--- config.mk ---
export PLATFORM = sky130hd
export DESIGN_NAME = seq_divider
export DESIGN_NICKNAME = d
export VERILOG_FILES = /design/src/rtl/seq_divider.sv
export SDC_FILE = /design/constraint.sdc
export NUM_CORES = 1
export LEC_CHECK = 0
export CORE_AREA = 8 8 103 105
export CTS_CLUSTER_SIZE = 12
export DETAILED_ROUTE_END_ITERATION = 10
export DIE_AREA = 0 0 111 113
export PLACE_DENSITY = 0.85
export SLEW_MARGIN = 20
export SYNTH_ARGS = -nofsm -noshare
export SYNTH_HDL_FRONTEND = slang
export SYNTH_SLANG_ARGS = --single-unit
--- constraint.sdc ---
create_clock -name clk -period 3.5 [get_ports clk]
set_input_delay 0.7 -clock clk [delete_from_list [all_inputs] [get_ports clk]]
set_output_delay 0.7 -clock clk [all_outputs]
set_load 0.1 [all_outputs]
--- src/rtl/seq_divider.sv ---
// Sequential unsigned restoring divider: one quotient bit per clock by shift-and-subtract.
// A start strobe loads the operands; a one-cycle done pulse reports quotient and remainder.
module seq_divider #(
    parameter int WIDTH = 16
) (
    input  logic             clk,
    input  logic             reset,
    input  logic             start,
    input  logic [WIDTH-1:0] dividend,
    input  logic [WIDTH-1:0] divisor,
    output logic             busy,
    output logic             done,
    output logic [WIDTH-1:0] quotient,
    output logic [WIDTH-1:0] remainder,
    output logic             div_by_zero
);

    localparam int CNT_W = (WIDTH > 2) ? $clog2(WIDTH) : 1;
    localparam logic [CNT_W-1:0] LAST = CNT_W'(WIDTH - 1);

    typedef enum logic [1:0] {
        IDLE = 2'd0,
        CALC = 2'd1,
        ZERO = 2'd2
    } state_t;

    state_t           state;
    logic [WIDTH-1:0] d_reg;
    logic [WIDTH-1:0] q_reg;
    logic [WIDTH:0]   r_reg;
    logic [CNT_W-1:0] count;

    logic [WIDTH+1:0] step;
    logic [WIDTH:0]   r_next;
    logic [WIDTH-1:0] q_next;

    // One restoring step: returns {new partial remainder, new quotient bit}.
    // r stays below d, so its top bit is always zero and drops out of the shift.
    function automatic logic [WIDTH+1:0] div_step(input logic [WIDTH:0]   r,
                                                  input logic             msb,
                                                  input logic [WIDTH-1:0] d);
        logic [WIDTH:0] t;
        logic [WIDTH:0] d_ext;
        t     = (WIDTH+1)'({r, msb});
        d_ext = {1'b0, d};
        if (t >= d_ext)
            return {t - d_ext, 1'b1};
        else
            return {t, 1'b0};
    endfunction

    always_comb begin
        step   = div_step(r_reg, q_reg[WIDTH-1], d_reg);
        r_next = step[WIDTH+1:1];
        q_next = {q_reg[WIDTH-2:0], step[0]};
    end

    always_ff @(posedge clk) begin
        if (reset) begin
            state       <= IDLE;
            d_reg       <= '0;
            q_reg       <= '0;
            r_reg       <= '0;
            count       <= '0;
            busy        <= 1'b0;
            done        <= 1'b0;
            div_by_zero <= 1'b0;
            quotient    <= '0;
            remainder   <= '0;
        end else begin
            done <= 1'b0;
            case (state)
                IDLE: begin
                    if (start) begin
                        d_reg       <= divisor;
                        q_reg       <= dividend;
                        r_reg       <= '0;
                        count       <= '0;
                        div_by_zero <= 1'b0;
                        if (divisor == '0) begin
                            state <= ZERO;
                        end else begin
                            state <= CALC;
                            busy  <= 1'b1;
                        end
                    end
                end
                CALC: begin
                    q_reg <= q_next;
                    r_reg <= r_next;
                    count <= count + 1'b1;
                    if (count == LAST) begin
                        quotient  <= q_next;
                        remainder <= r_next[WIDTH-1:0];
                        done      <= 1'b1;
                        busy      <= 1'b0;
                        state     <= IDLE;
                    end
                end
                ZERO: begin
                    // q_reg still holds the dividend as latched at start.
                    quotient    <= '1;
                    remainder   <= q_reg;
                    div_by_zero <= 1'b1;
                    done        <= 1'b1;
                    state       <= IDLE;
                end
                default: state <= IDLE;
            endcase
        end
    end

endmodule

==> impl_metrics.tcl <==
set metrics [dict create \
    hpwl_mm 10.1 \
    die_w_microns 111 \
    clockPowerShare_pct 26.6 \
    comb_power_share_pct 33.6 \
    start_kind "register" \
    power_density_mw_per_mm2 488 \
    fin_ws_ps 617 \
    worstHoldEndpoint "d_reg[6]$_SDFFE_PP0P_" \
    worst_ep_required_time_ps 3780 \
    post_drt_wl_per_cell_microns 18.2 \
    grtUsageTotal_pct 22.0 \
    tightest_slew_ps 1010 \
    hold_path_class "register to register" \
    slew_headroom_pct 32.7 \
    reg2regPathDepth 9 \
    num_vias 4714 \
    finalCritPeriodShare_pct 82.4 \
    cts_setup_buffers 0 \
    fp.dieH_microns 113 \
    post_route_cells_drive_above_1_share_pct 7.83 \
    firstDrtPassIters 5 \
    p_switching_uw 1040 \
    rr_startpoint "d_reg[4]$_SDFFE_PP0P_" \
    place_ws_ps 669 \
    synth.distinct_cells 64 \
    core_area_sq_mm 0.00898 \
    setup_viol 0 \
    die_area_sq_mm 0.0125 \
    cts-root-buf "clkbuf_8" \
    crit_path_end_kind "register" \
    routed_via_density 6.19 \
    power_frac_seq_pct 39.8 \
    cts_tree "done" \
    place_congestion 0.908 \
    routed_wl_mm 13.9 \
    cts_resized 0 \
    holdWs_ps 462 \
    grt_pass1_wl_mm 23.1 \
    yosys_warnings 0 \
    grt_max_degree 63 \
    start_util_pct 54.1 \
    rows 35 \
    grt-ovfl-total 0 \
    drt_iter0_drc 431 \
    syn_nets 651 \
    fin_crit_ps 2880 \
    worstSetupPathType "register to register" \
    synth-edff-count 0 \
    fin_skew_ps 15.0 \
    r2r-end "remainder[13]$_SDFFE_PP0P_" \
    antenna_cells 0 \
    io_pins 70 \
    nets 702 \
    hold-path-cell-count 2 \
    clockBufferDepth 2 \
    drv_slew 0 \
    ys.flop_type "dfxtp_1" \
    max_freq_ghz 0.347 \
    seq_area_frac_synth_pct 36.7 \
    syn2layout_area_growth_pct 19.6 \
    finalHoldViolations 0 \
    async_flop_share_pct 0 \
    holdBufCountCts 0 \
    antenna_found_initial 0 \
    io_buffers 69 \
    swShare_pct 36.8 \
    cts.sinks 89 \
    syn_area_sq_mm 0.00486 \
    p_leak_uw 0.00213 \
    p_int_uw 1790 \
    synth-seq-cells 89 \
    cap_violations 0 \
    cp_data_arrival_time_ps 3170 \
    htreeDepth 3 \
    cts_buffers 9 \
    clk_latency_ps 370 \
    drc 0 \
    status "finished clean" \
    fin_setup_tns_ps 0 \
    ant_nets 0 \
    grt_pass1_vias 4581 \
    rsz0062_at_grt "no" \
    regToRegSetupSlack_ps 620 \
    syn_inst 595 \
    ir_worst_vdd_mv 0.303 \
    hp-start "d_reg[6]$_SDFFE_PP0P_" \
    crit_path_max_fanout 15 \
    clk_pin_slew_worst_paths_ps 90 \
    avgSynthCellArea_sq_um 8.17 \
]
per-layer routing:
| layer | routed length (microns) | share of wire (%) | vias up | global-route usage, % |
|---|---|---|---|---|
| met5 | 0 | 0 | - | 0 |
| met4 | 309 | 2.2 | 0 | 7.75 |
| met3 | 1110 | 8.0 | 29 | 4.29 |
| met2 | 6650 | 48 | 208 | 37.6 |
| met1 | 5780 | 42 | 2226 | 26.9 |
| li1 | - | - | 2251 | - |
cell usage in the layout (no fill, tap or decap), types with 3 or more instances in the layout:
master / count
dfxtp_1: 89
nor2_1: 68
clkdlybuf4s50_1: 68
nand2_1: 66
a21oi_1: 43
a211oi_1: 34
inv_1: 22
o21ai_0: 22
ha_1: 20
mux2i_1: 19
nor3_1: 18
nand3_1: 13
o22ai_1: 10
clkbuf_8: 10
o21ai_1: 9
and2_1: 9
nand3b_1: 8
buf_4: 8
xnor2_1: 7
and3_1: 7
nand4_1: 5
o21a_1: 5
o211ai_1: 5
o41ai_2: 5
nor4_1: 5
nand2b_1: 4
xor2_1: 4
a21o_1: 4
or3_1: 4
a211o_1: 4
inv_6: 4
a311o_1: 3
cells in the mapped netlist (3+ instances only):
cell type,n,area share (%)
nand3_1,13,1.3
a211o_1,4,0.72
o22ai_1,10,1.3
nand4_1,5,0.64
a211oi_1,34,5.3
a311o_1,3,0.62
xor2_1,4,0.72
inv_1,22,1.7
ha_1,20,5.2
and2_1,9,1.2
o21ai_0,22,2.3
o21a_1,5,0.77
dfxtp_1,89,37
clkbuf_1,28,2.2
mux2i_1,19,3.9
nor4_1,5,0.64
a21o_1,4,0.62
buf_1,7,0.54
o211ai_1,5,0.77
nor3_1,18,1.9
nand2_1,66,5.1
or3_1,4,0.51
nand3b_1,8,1.2
and3_1,7,0.90
nand2b_1,4,0.51
o41ai_2,5,1.7
nor2_1,68,5.3
a21oi_1,43,4.4
xnor2_1,7,1.3
o21ai_1,9,0.93
power groups by stage:
stage	Combinational (uW)	Sequential, uW	Clock [uW]
floorplan	635	1220	0
global placement	918	1150	0
detailed placement	927	1150	0
CTS	937	1130	762
global route	1040	1140	800
finish	954	1130	753
stage by stage:
step / utilization, % / cells / total power, uW / area [sq um]
floorplan: - / 595 / 1850 / 4860
global route: 64.7 / 762 / 2970 / 5810
finish: 64.7 / 762 / 2830 / 5810
global placement: 62.4 / 746 / 2060 / 5600
CTS: 64.7 / 762 / 2830 / 5810
detailed placement: 62.4 / 746 / 2080 / 5600
cells by family after synthesis:
group / Yosys count / synth area share (%)
multiplexers: 20 / 4.15
flip-flops: 89 / 36.7
adder cells (fa/ha/maj): 21 / 5.56
AO/OA/AOI/OAI: 176 / 25.8
XOR/XNOR: 11 / 1.98
AND/OR/NAND/NOR: 218 / 20.9
buffers and inverters: 60 / 4.97
area by class of cell:
cell class / count / area [sq um]
timing repair buffer: 78 / 766
inverter: 22 / 82.6
fill: 745 / 3170
multi-input combinational: 446 / 2840
sequential: 89 / 1780
clock buffer: 10 / 138
tap: 111 / 139
clock inverter: 6 / 70.1
critical path: stages, from the launching register on:
cell and delay [ps]:
dfxtp_1 340, inv_1 50, ha_1 370, a21o_2 280, nor3_2 210, a2111oi_4 140
o21ai_2 600, nand2_2 300, a311o_1 350, a211oi_2 170
how the worst max path moves through the flow:
| stage | startpoint | endpoint | cells past startpoint |
|---|---|---|---|
| 6_report | d_reg[4]$_SDFFE_PP0P_ | remainder[13]$_SDFFE_PP0P_ | 9 |
| 5_1_grt | d_reg[1]$_SDFFE_PP0P_ | remainder[13]$_SDFFE_PP0P_ | 9 |
| 4_1_cts | d_reg[1]$_SDFFE_PP0P_ | remainder[0]$_SDFFE_PP0P_ | 9 |
| 3_5_place_dp | d_reg[1]$_SDFFE_PP0P_ | remainder[0]$_SDFFE_PP0P_ | 9 |
| 3_3_place_gp | d_reg[4]$_SDFFE_PP0P_ | remainder[0]$_SDFFE_PP0P_ | 9 |
| 2_1_floorplan | q_reg[15]$_SDFFE_PP0P_ | remainder[8]$_SDFFE_PP0P_ | 11 |
Note: power is estimated with default switching activity, not from simulation.
==> edit 1: new RTL, same settings <==
Reset style: asynchronous (`reset`), changed in one clocked block.
--- a/src/rtl/seq_divider.sv
+++ b/src/rtl/seq_divider.sv
@@ -55,7 +55,7 @@
         q_next = {q_reg[WIDTH-2:0], step[0]};
     end
 
-    always_ff @(posedge clk) begin
+    always_ff @(posedge clk or posedge reset) begin
         if (reset) begin
             state       <= IDLE;
             d_reg       <= '0;
Formal check against the unedited RTL: differs if reset is asserted again (counterexample within 4 cycles, from zero or initial values and one cycle with reset high); with reset held inactive, the same outputs for 10 cycles.
==> edit 1 against the original RTL <==
  * Fmax shrank 3.6%
  * Synthesized area down 4.0%
  * Sequential share of layout area grew 9.0 points
  * Worst setup slack worse by 0.11 ns
  * Sequential cell count unchanged
  * Design area down 3.4%
  * Non-clock buffer count shrank 1
  * Routed wire length is 3.5% lower
  * Critical path type unchanged
Power is not compared: it rests on default switching activity, and its combinational part moved more than twofold at a synthesized area within 25%.
==> edit 1: results (changes against the original RTL) <==
Placed design
  • Gpl congestion: 0.939 (+3.4%)
  • Placed cell area: 5440 um^2 (-3.0%)
  • Placed cell count: 679 (-9.0%)
  • Hpwl dp: 9650 um (-4.3%)

Yosys
  • Unique masters post-synth: 47 (-27%)
  • Synth area leaders: dfrtp_1 48%, nand2_1 6.8%, a21oi_1 5.8%
  • Synth Flop Type: dfrtp_1
  • Sequential-to-total area share from yosys stat: 47.8% (+11 points)
  • Synth top cells by count: 89 x dfrtp_1, 84 x nand2_1, 54 x a21oi_1
  • Syn_area_per_cell: 8.93 um^2 (+9.4%)

Critical path
  • CP arrival: 3.26 ns (+0.09 ns)
  • Origin of the critical flop-to-flop path: q_reg[15]
  • Largest stage delay, worst path: 0.43 ns (-0.17 ns)
  • Reg2reg setup slack: 0.51 ns (-0.11 ns)
  • End point of the critical path: r_reg[14]
  • Critical Path Fanout Max: 4 (-11)
  • Slowest CP cell: dfrtp_1

Routing
  • Vias per cell: 6.27 (+1.4%)

Layout
  • Comb_multi_in: 380 (-15%)
  • Fillcell total: 738 (-0.94%)
  • Non-clk buf share: 13.5% (+0.28 points)
  • Share of layout cells above drive strength 1: 5.48% (-2.4 points)

Global routing
  • Total GRT Usage: 21.3% (-0.77 points)
  • Pin count of the biggest net entering global routing: 47 (-25%)

Timing
  • Peak Freq: 334 MHz (-3.6%)
  • Rel. slew slack: 33.7% (+1.0 points)
  • Clock Skews: 0.0170 ns (+0.00204 ns)

Status
  • Status: completed

Hold path
  • Hold Crit Endpoint: quotient[3]
  • HP Start: quotient[3]
[edit 1: changes by cell type in the layout (fill, tap and decap cells not counted), sizes merged, moves of 9 or more]
cell	delta
mux2i	-9
nand2	+17
a21oi	+9
dfxtp	-89
nor2	-51
o21ai	+46
o22ai	+21
dfrtp	+89
nor3	-18
a211oi	-31
[edit 1: cells by family (layout without fill, tap and decap cells)]
| kind of cell | Yosys count | in the layout | synth area share [%] |
|---|---|---|---|
| multiplexers | 11 | 11 | 2.39 |
| AO/OA/AOI/OAI | 192 | 192 | 23.5 |
| flip-flops | 89 | 89 | 47.8 |
| adder cells (fa/ha/maj) | 21 | 21 | 5.80 |
| buffers and inverters | 53 | 115 | 4.43 |
| XOR/XNOR | 11 | 11 | 2.07 |
| AND/OR/NAND/NOR | 145 | 145 | 14.1 |
[edit 1: through the flow]
stage	hold WS, ns	util [%]
floorplan	0.473	-
global placement	0.450	60.6
detailed placement	0.455	60.6
CTS	0.477	62.6
global route	0.499	62.6
finish	0.472	62.6
[edit 1: power by group]
group	total [uW]	internal [uW]	switching (uW)
sequential	1630	1370	259
combinational	3020	874	2150
clock	663	266	397
[edit 1: worst max-delay path, delay by kind of cell, from the launching register on]
kind | cells | cell delay, ns
AOI/OAI and AO/OA | 5 | 1.20
adders and majority gates | 2 | 0.58
and+or+nand+nor | 2 | 0.55
DFF | 1 | 0.43
buffers and inverters | 2 | 0.13
[edit 1: layer usage]
layer | up-vias | wire length [um] | global-route usage [%]
li1 | 1971 | - | -
met1 | 2104 | 4950 | 24.7
met2 | 239 | 6870 | 36.6
met3 | 47 | 1070 | 3.76
met4 | 0 | 475 | 11.4
met5 | - | 0 | 0
==> edit 2: new RTL, same settings <==
Without the edit above. Change the parameter `WIDTH` from 16 to 8.
--- a/src/rtl/seq_divider.sv
+++ b/src/rtl/seq_divider.sv
@@ -1,7 +1,7 @@
 // Sequential unsigned restoring divider: one quotient bit per clock by shift-and-subtract.
 // A start strobe loads the operands; a one-cycle done pulse reports quotient and remainder.
 module seq_divider #(
-    parameter int WIDTH = 16
+    parameter int WIDTH = 8
 ) (
     input  logic             clk,
     input  logic             reset,
Interface: changed (resized dividend, divisor, quotient and remainder); port bits go from 70 to 38. The function was not compared with the original's and may differ.
==> edit 2 against the original RTL <==
  * Routed wire length fell by 51%
  * Worst setup slack gained 0.35 ns
  * Sequential cell count decreased by 41
  * Largest cell class unchanged
  * Synthesized area down 48%
  * Critical path type is now reg -> out
  * Clock power is 44% lower
  * Utilization fell by 30 points
  * Design area fell by 47%
  * Power fell by 51%
  * Clock skew decreased by 0.010 ns
==> edit 2: results (changes against the original RTL) <==
Yosys
  • Synth area leaders: dfxtp_1 38%, ha_1 6.5%, nand2_1 4.9%
  • Sequential-to-total area share from yosys stat: 38.2% (+1.5 points)
  • Synth top cells by count: 48 x dfxtp_1, 33 x nand2_1, 28 x nor2_1
  • Unique masters post-synth: 54 (-16%)

Layout
  • Share of layout cells above drive strength 1: 7.46% (-0.37 points)
  • Final #Nets: 367 (-48%)

CTS
  • Clock insertion delay at the later pin of the skew report: 0.31 ns (-0.06 ns)
  • H-tree Lvls: 2 (-1)
  • CTS buffer count: 5 (-4)

Global routing
  • Pin count of the biggest net entering global routing: 32 (-49%)
  • Total GRT Usage: 10.6% (-11 points)
  • First-pass GRT wire length: 11300 um (-51%)
  • Met1 Use GR: 13.2% (-14 points)
  • Vias in the first global route: 2314 (-49%)

Critical path
  • CP arrival: 1.83 ns (-1.34 ns)
  • Slowest CP cell: clkdlybuf4s50_1
  • Critical Path Fanout Max: 2 (-13)
  • CP top delay family: buffers and inverters
  • Largest stage delay, worst path: 1.16 ns (+0.56 ns)

Power
  • Max VDD drop: 227 uV (-25%)

Routing
  • Drt wl/cell: 15.2 um (-17%)
  • Pre-antenna DRT Iters: 6 (+1)
  • Vias per cell: 5.24 (-15%)

Placed design
  • Gpl congestion: 0.891 (-1.8%)
  • Hpwl dp: 5150 um (-49%)
  • Buffers on Ports: 37 (-46%)
  • Placed cell area: 2990 um^2 (-47%)
  • Setup WS pre-CTS: 1.08 ns (+0.414 ns)

Timing
  • Rel. slew slack: 33.1% (+0.44 points)

Status
  • Status: completed
-- edit 2: power by group through the flow --
stage               Clock (uW)  Sequential (uW)  Combinational, uW
detailed placement           0              603                366
finish                     421              592                373
floorplan                    0              606                266
CTS                        425              591                368
global route               447              594                409
global placement             0              602                361
-- edit 2: through the flow --
| stage | cells | hold slack (ns) | total power [uW] |
|---|---|---|---|
| after floorplan | 301 | 0.436 | 872 |
| after global placement | 438 | 0.445 | 964 |
| after detailed placement | 438 | 0.449 | 969 |
| after CTS | 446 | 0.462 | 1380 |
| after global routing | 446 | 0.474 | 1450 |
| final | 446 | 0.460 | 1390 |
-- edit 2: metal layers --
layer | vias to the layer above | part of all wire [%]
li1 | 1148 | -
met1 | 1112 | 45
met2 | 65 | 49
met3 | 13 | 4.0
met4 | 0 | 1.8
met5 | - | 0
-- edit 2: path summary, 6_finish.rpt --
kind / from / to / slack, ns / cells past startpoint
worst max-delay path: remainder[1] / remainder[1] / 0.97 / 1
worst min register to register: d_reg[5] / d_reg[5] / 0.46 / 2
worst max register to register: state[0] / remainder[3] / 1.01 / 7
worst min-delay path: d_reg[5] / d_reg[5] / 0.46 / 2
-- edit 2: kinds of logic (layout without fill, tap and decap cells) --
kind of cell / count (synthesis) / count (layout) / share of synthesized area [%]
XOR/XNOR: 3 / 3 / 1.04
buffers and inverters: 29 / 63 / 4.57
AO/OA/AOI/OAI: 86 / 86 / 24.9
AND/OR/NAND/NOR: 112 / 112 / 20.4
multiplexers: 9 / 9 / 3.63
adder cells (fa/ha/maj): 14 / 14 / 7.25
flip-flops: 48 / 48 / 38.2
-- edit 2: area by class of cell --
type / instances / area (um^2) / area share [%]
repair buffers: 41 / 395 / 12.7
well taps: 111 / 139 / 4.47
clock buffers: 5 / 68.8 / 2.22
clock inverters: 3 / 46.3 / 1.49
inverters: 14 / 52.6 / 1.69
multi-input cells: 224 / 1440 / 46.5
flip-flops and latches: 48 / 961 / 30.9
